<file path="config.mk">
export PLATFORM = sky130hd
export DESIGN_NAME = adder_pipe
export DESIGN_NICKNAME = d
export VERILOG_FILES = /design/src/rtl/adder_pipe.sv
export SDC_FILE = /design/constraint.sdc
export NUM_CORES = 1
export LEC_CHECK = 0
export BUFFER_PORTS_ARGS = -buffer_cell sky130_fd_sc_hd__buf_4
export CAP_MARGIN = 40
export CORE_MARGIN = 4
export CORE_UTILIZATION = 58
export DETAILED_ROUTE_END_ITERATION = 8
export GPL_TIMING_DRIVEN = 1
export PLACE_DENSITY = 0.8
export SYNTH_ARGS = -nofsm -noshare
export SYNTH_HDL_FRONTEND = slang
export SYNTH_SLANG_ARGS = --single-unit
</file>
<file path="constraint.sdc">
create_clock -name clk_i -period 7 [get_ports clk_i]
set_input_delay 0.35 -clock clk_i [delete_from_list [all_inputs] [get_ports clk_i]]
set_output_delay 0.35 -clock clk_i [all_outputs]
set_load 0.01 [all_outputs]
</file>
<file path="src/rtl/adder_pipe.sv">
// Chunked ripple-carry adder pipeline with per-stage valid/ready flow control.
// Define ADDER_PIPE_SAT_EN for unsigned saturation of sum_o on carry-out.
module adder_pipe #(
  parameter int unsigned WIDTH  = 32,
  parameter int unsigned STAGES = 4
) (
  input  logic             clk_i,
  input  logic             rst_i,
  input  logic             valid_i,
  output logic             ready_o,
  input  logic [WIDTH-1:0] a_i,
  input  logic [WIDTH-1:0] b_i,
  input  logic             cin_i,
  output logic             valid_o,
  input  logic             ready_i,
  output logic [WIDTH-1:0] sum_o,
  output logic             carry_o
);

  localparam int unsigned C = WIDTH / STAGES;

  logic [STAGES-1:0] vld_q, vld_d, adv;
  logic [STAGES-1:0] cy_q, cy_d;
  logic [WIDTH-1:0]  a_q   [STAGES];
  logic [WIDTH-1:0]  b_q   [STAGES];
  logic [WIDTH-1:0]  sum_q [STAGES];
  logic [WIDTH-1:0]  a_d   [STAGES];
  logic [WIDTH-1:0]  b_d   [STAGES];
  logic [WIDTH-1:0]  sum_d [STAGES];

  function automatic logic [C:0] add_chunk(input logic [C-1:0] x,
                                           input logic [C-1:0] y,
                                           input logic         c);
    return {1'b0, x} + {1'b0, y} + {{C{1'b0}}, c};
  endfunction

  // A stage moves when it is empty or its successor moves, so bubbles collapse.
  always_comb begin
    adv = '0;
    adv[STAGES-1] = !vld_q[STAGES-1] || ready_i;
    for (int unsigned i = 1; i < STAGES; i++) begin
      adv[STAGES-1-i] = !vld_q[STAGES-1-i] || adv[STAGES-i];
    end
  end

  always_comb begin
    logic [C:0] t;
    vld_d = '0;
    cy_d  = '0;
    t     = '0;
    for (int unsigned k = 0; k < STAGES; k++) begin
      a_d[k]   = '0;
      b_d[k]   = '0;
      sum_d[k] = '0;
    end

    t           = add_chunk(a_i[C-1:0], b_i[C-1:0], cin_i);
    vld_d[0]    = valid_i;
    a_d[0]      = a_i;
    b_d[0]      = b_i;
    sum_d[0][C-1:0] = t[C-1:0];
    cy_d[0]     = t[C];

    // Operands ride along unchanged; each stage fills in its own sum chunk.
    for (int unsigned k = 1; k < STAGES; k++) begin
      t        = add_chunk(a_q[k-1][k*C +: C], b_q[k-1][k*C +: C], cy_q[k-1]);
      vld_d[k] = vld_q[k-1];
      a_d[k]   = a_q[k-1];
      b_d[k]   = b_q[k-1];
      sum_d[k] = sum_q[k-1];
      sum_d[k][k*C +: C] = t[C-1:0];
      cy_d[k]  = t[C];
    end
  end

  always_ff @(posedge clk_i or posedge rst_i) begin
    if (rst_i) begin
      vld_q <= '0;
      cy_q  <= '0;
      for (int unsigned k = 0; k < STAGES; k++) begin
        a_q[k]   <= '0;
        b_q[k]   <= '0;
        sum_q[k] <= '0;
      end
    end else begin
      for (int unsigned k = 0; k < STAGES; k++) begin
        if (adv[k]) begin
          vld_q[k] <= vld_d[k];
          cy_q[k]  <= cy_d[k];
          a_q[k]   <= a_d[k];
          b_q[k]   <= b_d[k];
          sum_q[k] <= sum_d[k];
        end
      end
    end
  end

  assign ready_o = adv[0];
  assign valid_o = vld_q[STAGES-1];
  assign carry_o = cy_q[STAGES-1];

`ifdef ADDER_PIPE_SAT_EN
  assign sum_o = cy_q[STAGES-1] ? '1 : sum_q[STAGES-1];
`else
  assign sum_o = sum_q[STAGES-1];
`endif

endmodule
</file>
* Yosys cells after proc, flatten, opt, wreduce, memory -nomap -nowiden *
Index checks and enable logic that the tools add are counted.

word-level totals
  register bits after elaboration = 280
  input bits = 69
  output and inout port bits = 35
  word-level logic and storage cells = 34

operators by class
  $add $sub $neg = 8
  reductions and logical operators = 8

operators with widths
  kind              count
  $add 8x8->9       4
  $add 9x1->9       4
  $logic_not 1->1   4
  $logic_or 1x1->1  4

* Logic depth before layout (Yosys ltp) *
  depth after elaboration = 5
  depth in mapped cells = 10
  depth with buffers taken out = 8

* Worst setup path after synthesis *
OpenSTA, ideal clock, no wires.

  path kind = register -> register
  start = register cy_q[0]
  end = register cy_q[1]
  library setup time = 126 ps
  arrival = 2,016 ps
  required time = 6,874 ps
  slack = 4,858 ps
  cell stages (with the launch flop) = 8
  buffers on the path = 0
  clock period less this slack = 2,142 ps
  cells stage by stage = dfrtp_1 -> fa_1 -> fa_1 -> a211o_1 -> a211oi_1 -> nor2_1 -> o21ai_0 -> a21oi_1

on the way
  longest elaborated chain between the ends = 1

RTL lines
  element                          RTL line  RTL
  start, declared                  23        logic [STAGES-1:0] cy_q, cy_d;
  start signal, assigned by index  89        cy_q[k] <= cy_d[k];
  $add 9x1->9                      34        return {1'b0, x} + {1'b0, y} + {{C{1'b0}}, c};

Every way passes these cells.
A chain may end at the register's enable or synchronous reset.

* Final worst setup path *
  start = register vld_q[3]
  end = output port ready_o

on the way
  longest elaborated chain between the ends = 5

RTL lines
  element                          RTL line  RTL
  start, declared                  22        logic [STAGES-1:0] vld_q, vld_d, adv;
  start signal, assigned by index  88        vld_q[k] <= vld_d[k];
  $logic_not 1->1                  40        adv[STAGES-1] = !vld_q[STAGES-1] || ready_i;
  $logic_or 1x1->1                 40
  $logic_or 1x1->1 (3 in a row)    42        adv[STAGES-1-i] = !vld_q[STAGES-1-i] || adv[STAGES-i];
  end, declared                    10        output logic ready_o,

Every way passes these cells.

==> metrics <==
status=completed; Synth Cell Area=8090 µm²; Slew HR=41.2%; Synth Register Bits=184; Layout area overhead=18.2%; max-cap violations=0; CP Capture Type=output port; synthesized area per cell=9.02 µm²; delay-heaviest family, CP=simple AND/OR/NAND/NOR gates; DP HPWL=11.2 mm; final hold vios=0; max incr delay on CP=0.70 ns; post-synth cell types=40; CTS H-tree lvls=4; Worst-path clk slew=0.06 ns; instance count on the critical path=6; die area=15900 µm²; CP bufs+invs=3; critical-path cell list=nor2b_4, and3_4, and2_2, buf_12, inv_2, buf_4; top cells by area, synth=dfrtp_1 57%, nand2_1 22%, ha_1 4.3%; DR vias=6105; Final Wtd Congestion=0.855; post-CTS setup buffer count=0; number of port buffers=103; setup violators final=0; DIE HEIGHT=126 µm; WHS=0.117 ns; Rows=42; first-pass GRT wire length=28.4 mm; sequential cell area fraction in the yosys report=56.9%; total track usage=21.9%; CTS tree=yes; R2R setup slack=3.79 ns; Final nets=1093; DR iter-0 viols=481; setup ws final=3.13 ns; syn nets=1002; PD cells=338 nW/µm²; vias in the first global route=5875; Max Transition Viols Final=0; Antenna Nets Post-Route=0; area share of the largest cell type after synthesis=56.9%; clk_skew=0.00684 ns; Worst Hold Class=input port to flip-flop; Post-Route WL=16.4 mm; core area=13500 µm²; Post-Layout Cell Count=1176; Worst R2R End=a_d[81]; I/O pins=104; Place WS=3.48 ns; DP Cell Count=1144; TritonCTS buffer count=17; RSZ-0062 raised after global routing=false; Worst-Skew Late Latency=0.43 ns; largest net degree at the start of global routing=60; Post-Layout Inst Area=9560 µm²; Resize count post-CTS=0; worst slew pin tran=0.881 ns; initial antenna violation count=0; routed len/inst=13.9 µm; maximum root-to-sink buffer count=2; Critical Path Start=vld_q[3]; period utilization=55.3%; share of cells above drive strength 1=14.7%; total grt overflow=0; worst vdd ir=0.000188 V; Synth area leader=dfrtp_1; Hold Buf Count CTS=1; placed cell area=8990 µm²; clock period minus worst slack=3.87 ns; Max Clk Rate=258 MHz; clock sink count=184; Syn Inst Count=897; Startpoint Class=flip-flop; DRC=0; Ys Warns=0; n_diodes=0; die span in x=126 µm; Worst Setup EP=ready_o; Leakage=5.02 nW; R2R cell count=7; TNS Setup=0 ns; RR Startpoint=vld_q[3]; DR pass1 iterations=5; Crit Path Max Fanout=58; WP data required=6.65 ns; initial core utilization=60.1%; Crit Path Class=flip-flop to output port; slowest CP cell=and3_4; Vias/cell=5.19; root buf cell=clkbuf_16; critical path data arrival time=3.52 ns
==> where the power goes <==
part,total [mW],switching [mW],internal [mW],leakage (nW)
combinational,0.822,0.456,0.366,2.54
clock,0.915,0.383,0.532,0.281
sequential,1.49,0.164,1.33,2.20
==> area by class of cell <==
cell class                 count  area (µm²)
sequential                   184        4600
tap                          176         220
timing repair buffer         112         896
fill                        1081        3890
multi-input combinational    664        3240
inverter                       9        38.8
clock inverter                 8        70.1
clock buffer                  23         498
==> cell families (layout without fill, tap and decap cells) <==
family,Yosys count,after routing,synth area share [%]
buf+inv,49,152,3.09
fa+ha+maj,36,36,6.31
xor+xnor,14,14,1.52
flops,184,184,56.9
compound gates,100,100,7.44
simple gates,513,513,24.6
mux,1,1,0.124
==> cells in the mapped netlist, drive strengths merged <==
| cell type | instances |
|---|---|
| fa | 8 |
| a21oi | 18 |
| or4 | 1 |
| o31ai | 5 |
| nand3 | 1 |
| o21a | 4 |
| xnor2 | 4 |
| and3 | 1 |
| a221oi | 1 |
| ha | 28 |
| a22o | 1 |
| dfrtp | 184 |
| nand2 | 473 |
| xor2 | 10 |
| a21o | 8 |
| nor2 | 20 |
| nor2b | 2 |
| clkbuf | 16 |
| a211o | 1 |
| nor3 | 1 |
| nand2b | 7 |
| nor3b | 2 |
| or2 | 1 |
| nand3b | 1 |
| o21ai | 41 |
| mux2i | 1 |
| o21bai | 1 |
| o211ai | 3 |
| or3 | 1 |
| a31oi | 4 |
| inv | 9 |
| buf | 24 |
| a211oi | 13 |
| and2 | 2 |
==> flip-flops by register name, indices dropped and copies added (netlist names) <==
signal / cells
a_d: 48
b_d: 48
cy_q: 4
sum_d: 48
sum_o: 32
vld_q: 4
==> per-layer routing <==
| layer | global-route usage, % | up-vias | share of wire (%) |
|---|---|---|---|
| met3 | 4.19 | 24 | 5.0 |
| met4 | 7.70 | 0 | 1.8 |
| li1 | - | 3042 | - |
| met1 | 33.2 | 2873 | 48 |
| met5 | 0 | - | 0 |
| met2 | 31.9 | 166 | 45 |
==> placed cells by master (no fill, tap or decap), drive strengths merged, types with 5 or more instances in the layout <==
master  count
a21o        8
a211oi     13
nand2b      7
ha         28
dfrtp     184
inv         9
clkbuf     23
o31ai       5
fa          8
nor2       20
a21oi      18
o21ai      41
clkinv      5
buf       111
nand2     473
xor2       10
==> worst reg2reg max path, delay by kind of cell (launching register included) <==
family                 cells  cell delay [ns]
buffers and inverters      2             0.64
and+or+nand+nor            5             2.09
DFF                        1             0.36
==> worst min-delay path by stage <==
stage | from | end | slack [ns] | cells after the start
CTS | a_i[9] | a_d[73] | 0.10 | 3
floorplan | vld_q[0] | vld_q[1] | 0.43 | 1
detailed placement | rst_i | sum_o[10] | 0.42 | 2
finish | a_i[9] | a_d[73] | 0.12 | 3
global route | a_i[11] | a_d[75] | 0.11 | 3
global placement | sum_d[35] | sum_d[35] | 0.45 | 2
==> per-stage QoR <==
stage / total power [mW] / util (%)
2_1_floorplan: 2.01 / -
3_3_place_gp: 2.28 / 66.2
3_5_place_dp: 2.32 / 66.8
4_1_cts: 3.25 / 71.1
5_1_grt: 3.43 / 71.1
6_report: 3.23 / 71.1
Power figures use the tool's default switching activity.
